===== src/rtl/adder_pkg.sv =====
`default_nettype none
// ============================================================================
// Package     : adder_pkg
// Description : Shared types and constants for the pipelined adder front end.
//               Holds the operand stager state encoding, the operand count and
//               the default operand width used by the stager and the adder.
// Revision    : 1.0 - initial release
// ============================================================================
package adder_pkg;

  // Number of operands collected per adder job.
  localparam int ADDER_OPERANDS = 3;

  // Default operand width shared by stager and adder datapath.
  localparam int N_DEFAULT = 8;

  // Stager FSM states; 3-bit encoding leaves two codes unused (6, 7).
  typedef enum logic [2:0] {
    LOAD0     = 3'd0,
    LOAD1     = 3'd1,
    LOAD2     = 3'd2,
    FIRE      = 3'd3,
    WAIT_RUN  = 3'd4,
    WAIT_DONE = 3'd5
  } stager_state_t;

endpackage : adder_pkg
`default_nettype wire


===== src/rtl/operand_stager.sv =====
`default_nettype none
// ============================================================================
// Module      : operand_stager
// Description : Input stage of the pipelined adder. Accepts three N-bit
//               operands over a valid/ready stream, holds them on op_x/op_y/
//               op_z, pulses GO for one cycle and then blocks input until the
//               adder controller has finished its EN sequence. If EN does not
//               rise within TIMEOUT cycles of GO, the job is abandoned and the
//               sticky err flag is raised.
// Ports       : clk       - clock, all state changes on the rising edge
//               reset     - synchronous active-high reset
//               in_data   - operand word (N bits)
//               in_valid  - in_data valid
//               in_ready  - stager can accept in_data this cycle
//               op_x/y/z  - held first/second/third operand (N bits each)
//               GO        - one-cycle start pulse to the adder controller
//               EN        - controller enable, high during its compute cycles
//               busy      - high from the GO cycle until back in LOAD0
//               err       - sticky timeout flag, cleared by reset or next GO
//               The controller's active-low reset is ~reset, supplied at the
//               integration level from the same source.
// Revision    : 1.0 - initial release
// ============================================================================
module operand_stager
  import adder_pkg::*;
#(
  parameter int N       = N_DEFAULT,
  parameter int TIMEOUT = 7          // must be >= 2
) (
  input  logic         clk,
  input  logic         reset,
  input  logic [N-1:0] in_data,
  input  logic         in_valid,
  output logic         in_ready,
  output logic [N-1:0] op_x,
  output logic [N-1:0] op_y,
  output logic [N-1:0] op_z,
  output logic         GO,
  input  logic         EN,
  output logic         busy,
  output logic         err
);

  localparam int            CW         = $clog2(TIMEOUT + 1);
  localparam logic [CW-1:0] C_CNT_LAST = CW'(TIMEOUT - 1);

  stager_state_t r_state;
  stager_state_t w_next_state;

  logic [CW-1:0] r_cnt;
  logic [CW-1:0] w_cnt_next;
  logic          r_err;
  logic          w_err_next;

  logic [N-1:0]  r_op_x;
  logic [N-1:0]  r_op_y;
  logic [N-1:0]  r_op_z;

  logic          w_cap_x;
  logic          w_cap_y;
  logic          w_cap_z;
  logic          w_in_ready;
  logic          w_go;
  logic          w_busy;

  // --------------------------------------------------------------------------
  // Next-state and Moore output decode
  // --------------------------------------------------------------------------
  always_comb begin
    w_next_state = r_state;
    w_cnt_next   = r_cnt;
    w_err_next   = r_err;
    w_cap_x      = 1'b0;
    w_cap_y      = 1'b0;
    w_cap_z      = 1'b0;
    w_in_ready   = 1'b0;
    w_go         = 1'b0;
    w_busy       = 1'b0;

    case (r_state)
      // in_ready is 1 in every LOAD state, so in_valid alone marks a transfer.
      LOAD0: begin
        w_in_ready = 1'b1;
        if (in_valid) begin
          w_cap_x      = 1'b1;
          w_next_state = LOAD1;
        end
      end

      LOAD1: begin
        w_in_ready = 1'b1;
        if (in_valid) begin
          w_cap_y      = 1'b1;
          w_next_state = LOAD2;
        end
      end

      LOAD2: begin
        w_in_ready = 1'b1;
        if (in_valid) begin
          w_cap_z      = 1'b1;
          w_next_state = FIRE;
        end
      end

      // A new job clears any earlier timeout and restarts the watchdog.
      FIRE: begin
        w_go         = 1'b1;
        w_busy       = 1'b1;
        w_err_next   = 1'b0;
        w_cnt_next   = '0;
        w_next_state = WAIT_RUN;
      end

      // The watchdog covers only the wait for EN to rise; r_cnt counts the
      // WAIT_RUN cycles already spent, so the abort happens on the TIMEOUT-th.
      WAIT_RUN: begin
        w_busy = 1'b1;
        if (EN) begin
          w_next_state = WAIT_DONE;
        end else begin
          w_cnt_next = r_cnt + 1'b1;
          if (r_cnt == C_CNT_LAST) begin
            w_err_next   = 1'b1;
            w_next_state = LOAD0;
          end
        end
      end

      WAIT_DONE: begin
        w_busy = 1'b1;
        if (!EN) begin
          w_next_state = LOAD0;
        end
      end

      // Unused encodings recover to LOAD0 and present LOAD0 outputs meanwhile.
      default: begin
        w_in_ready   = 1'b1;
        w_next_state = LOAD0;
      end
    endcase
  end

  // --------------------------------------------------------------------------
  // State, watchdog, error flag and operand registers
  // --------------------------------------------------------------------------
  always_ff @(posedge clk) begin
    if (reset) begin
      r_state <= LOAD0;
      r_cnt   <= '0;
      r_err   <= 1'b0;
      r_op_x  <= '0;
      r_op_y  <= '0;
      r_op_z  <= '0;
    end else begin
      r_state <= w_next_state;
      r_cnt   <= w_cnt_next;
      r_err   <= w_err_next;
      if (w_cap_x) r_op_x <= in_data;
      if (w_cap_y) r_op_y <= in_data;
      if (w_cap_z) r_op_z <= in_data;
    end
  end

  assign in_ready = w_in_ready;
  assign GO       = w_go;
  assign busy     = w_busy;
  assign err      = r_err;
  assign op_x     = r_op_x;
  assign op_y     = r_op_y;
  assign op_z     = r_op_z;

endmodule : operand_stager
`default_nettype wire


===== config.mk =====
export PLATFORM = sky130hd
export DESIGN_NAME = operand_stager
export DESIGN_NICKNAME = d
export VERILOG_FILES = /design/src/rtl/adder_pkg.sv /design/src/rtl/operand_stager.sv
export SDC_FILE = /design/constraint.sdc
export NUM_CORES = 1
export LEC_CHECK = 0
export ABC_AREA = 1
export CORE_ASPECT_RATIO = 0.75
export CORE_MARGIN = 2
export CORE_UTILIZATION = 25
export CTS_BUF_LIST = sky130_fd_sc_hd__clkbuf_4
export DETAILED_ROUTE_END_ITERATION = 7
export DONT_BUFFER_PORTS = 1
export GPL_ROUTABILITY_DRIVEN = 1
export PLACE_DENSITY_LB_ADDON = 0.2
export SLEW_MARGIN = 10
export SYNTH_ARGS = -nofsm -noshare
export SYNTH_HDL_FRONTEND = slang
export SYNTH_SLANG_ARGS = --single-unit

===== constraint.sdc =====
create_clock -name clk -period 3.2 [get_ports clk]
set_input_delay 0.48 -clock clk [delete_from_list [all_inputs] [get_ports clk]]
set_output_delay 0.48 -clock clk [all_outputs]
set_load 0.02 [all_outputs]

==> metrics.md <==
| Metric | Value |
|---|---|
| H-tree depth | `2` |
| Worst hold slack | `approximately 0.19 ns` |
| Initial antenna violation count | `0` |
| TNS Setup | `0 ns` |
| Final Skew | `about 0.0089 ns` |
| Syn_area_per_cell | `between 7 and 8 um2` |
| Status | `finished clean` |
| Detailed-placement wirelength estimate | `2300 um` |
| Vias/cell | `roughly 4.4` |
| P_leak | `~0.63 nW` |
| CP Capture Type | `output pin` |
| Pwr/cell area | `599 mW/mm2` |
| Tcrit/Tclk final | `a little over two thirds` |
| # rows | `22` |
| Setup CP Type | `reg -> out` |
| Clk_lat worst skew | `between 0.3 and 0.4 ns` |
| GPL Wtd Cong | `a little under 0.8` |
| Port Buffers | `0` |
| Worst rel slew slack | `52.5%` |
| Most frequent cells in the layout | `nor2_1, dfxtp_1, o21ai_0` |
| Seq pwr share | `between 50% and 60%` |
| CTS root buf | `clkbuf_4` |
| CTS tree | `yes` |
| Initial Util | `between 20% and 30%` |
| Worst-margin pin slew | `approximately 0.71 ns` |
| Drt drc | `0` |
| First-pass GRT wire length | `4980 um` |
| Share of post-route cells with drive strength above 1 | `between 10% and 20%` |
| Die span in y | `66.0 um` |
| VDD IR max | `around 0.0002 V` |
| Commonest non-fill, non-tap cell in the layout | `nor2_1` |
| Fin crit period | `between 2 and 2.5 ns` |
| Post-CTS Hold Buffers | `0` |
| Filler instances | `approximately 520` |
| CTS Buf Count | `5` |
| Hold crit path type | `in -> reg` |
| Core Footprint | `~0.0049 mm2` |
| Clock share of power | `around a third` |
| Final core occ | `~29%` |
| Fin. max-slew vios | `0` |
| Max-Cap Viols | `0` |
| Total power | `0.000855 W` |
| Largest net degree at the start of global routing | `29` |
| Type of origin of the critical path | `flop` |
| WL per Instance | `13.3 um` |
| RSZ-0062 raised after global routing | `no` |
| Synthesized cell area | `around 0.0013 mm2` |
| Int Pwr | `0.000603 W` |
| P_sw | `between 0.0002 and 0.0003 W` |
| Sink Count | `31` |
| Final WS setup | `approximately 0.96 ns` |
| Worst EP arrival | `1.76 ns` |
| Mapped Nets | `~180` |
| Worst-path clk slew | `around 0.10 ns` |
| # diodes | `0` |
| DIE WIDTH | `~87 um` |
| Endpoints failing setup | `0` |
| Initial drt markers | `65` |
| Detailed Route WL | `3130 um` |
| CTS Buffer Depth | `2` |
| Setup Slack @ Placement | `around 1.3 ns` |
| Drt first pass iters | `4` |
| Hold Vio Cnt, Final | `0` |
| Storage cell area | `between 600 and 700 um2` |
| Ys Warns | `0` |
| CP required | `~2.7 ns` |
| Area delta synth->final | `11.2%` |
| Final net count | `189` |
| Post-cts resize count | `0` |
| Antenna-violating nets left | `0` |
| Mapped Cells | `170` |
| Post-synthesis cell type count | `21` |
| DR vias | `between 1,000 and 1,500` |
| Total die area | `0.00572 mm2` |
| Post-CTS Setup Inserts | `0` |
| CP max FO | `6` |
| Max Clk Rate | `between 400 and 500 MHz` |
| Vias in the first global route | `941` |
| FF+latch count, synth | `31` |
| Total grt overflow | `0` |
| Power share of the combinational group | `about a tenth` |
| GRT Util Overall | `a little under an eighth` |
| Multi-input gate area | `slightly below 600 um2` |
| Sequential share of the synthesized area | `48.4%` |
| Top Ports | `40` |
| Net Sw Frac | `a little under 30%` |
[cells in the mapped netlist]
library cell,instances,area (um2)
a21oi_1,5,25.0
a21oi_2,1,8.76
and2_1,1,6.26
buf_1,1,3.75
clkbuf_1,1,3.75
dfxtp_1,31,621
ha_1,2,25.0
inv_1,11,41.3
inv_2,6,22.5
nand2_1,13,48.8
nand2_2,3,18.8
nand3_1,3,15.0
nand3_2,2,20.0
nand4_1,4,25.0
nor2_1,52,195
nor2_2,3,18.8
nor2_4,1,11.3
nor2_8,1,20.0
o21ai_0,27,135
o21ai_2,1,8.76
xnor2_1,1,8.76
[cell type report]
type / count / share of cell area (%)
Clock inverter: 3 / 2.72
Tap cell: 60 / 5.26
Inverter: 17 / 4.47
Clock buffer: 5 / 2.63
Sequential cell: 31 / 43.5
Multi-Input combinational cell: 120 / 41.4
[kinds of logic after synthesis]
family                   share of synthesized area [%]
AO/OA/AOI/OAI                                     13.9
flip-flops                                        48.4
XOR/XNOR                                         0.683
adder cells (fa/ha/maj)                           1.95
AND/OR/NAND/NOR                                   29.6
buffers and inverters                             5.56
[per-layer routing]
| layer | up-vias | share of wire, % | global-route usage [%] |
|---|---|---|---|
| li1 | 554 | - | - |
| met1 | 458 | 50 | 16.3 |
| met2 | 26 | 38 | 14.9 |
| met3 | 8 | 9.1 | 5.24 |
| met4 | 0 | 2.1 | 6.45 |
| met5 | - | 0 | 0 |
[sequential cells by signal (all words and copies together), names as in the netlist]
register  cells
op_y          8
r_cnt         3
op_x          8
op_z          8
err           1
r_state       3
[through the flow]
stage	instance area [um2]	cells
2_1_floorplan	1280	170
3_3_place_gp	1350	228
3_5_place_dp	1350	228
4_1_cts	1430	236
5_1_grt	1430	236
6_report	1430	236
[path summary, 6_finish.rpt]
check             startpoint  endpoint  slack, ns  cells past startpoint
setup reg to reg  r_state[1]  r_cnt[1]       1.83                      7
hold reg to reg     r_cnt[2]  r_cnt[2]       0.49                      2
setup / recovery  r_state[1]      busy       0.96                      6
hold / removal         reset  r_cnt[2]       0.19                      1
[worst max-delay path, cell delays in order, from the launching register on]
cell,delay (ns)
dfxtp_1,0.39
nand2_1,0.13
nor2_2,0.09
inv_2,0.10
nand2_1,0.07
a21oi_1,0.42
inv_1,0.23
[power by group through the flow]
| stage | clock (W) | sequential (W) | combinational (W) |
|---|---|---|---|
| after floorplan | 0 | 0.000470 | 0.0000729 |
| after global placement | 0 | 0.000477 | 0.0000887 |
| after detailed placement | 0 | 0.000477 | 0.0000887 |
| after CTS | 0.000314 | 0.000468 | 0.0000889 |
| after global routing | 0.000339 | 0.000472 | 0.000102 |
| final | 0.000300 | 0.000467 | 0.0000876 |
Note: power is estimated with default switching activity, not from simulation.
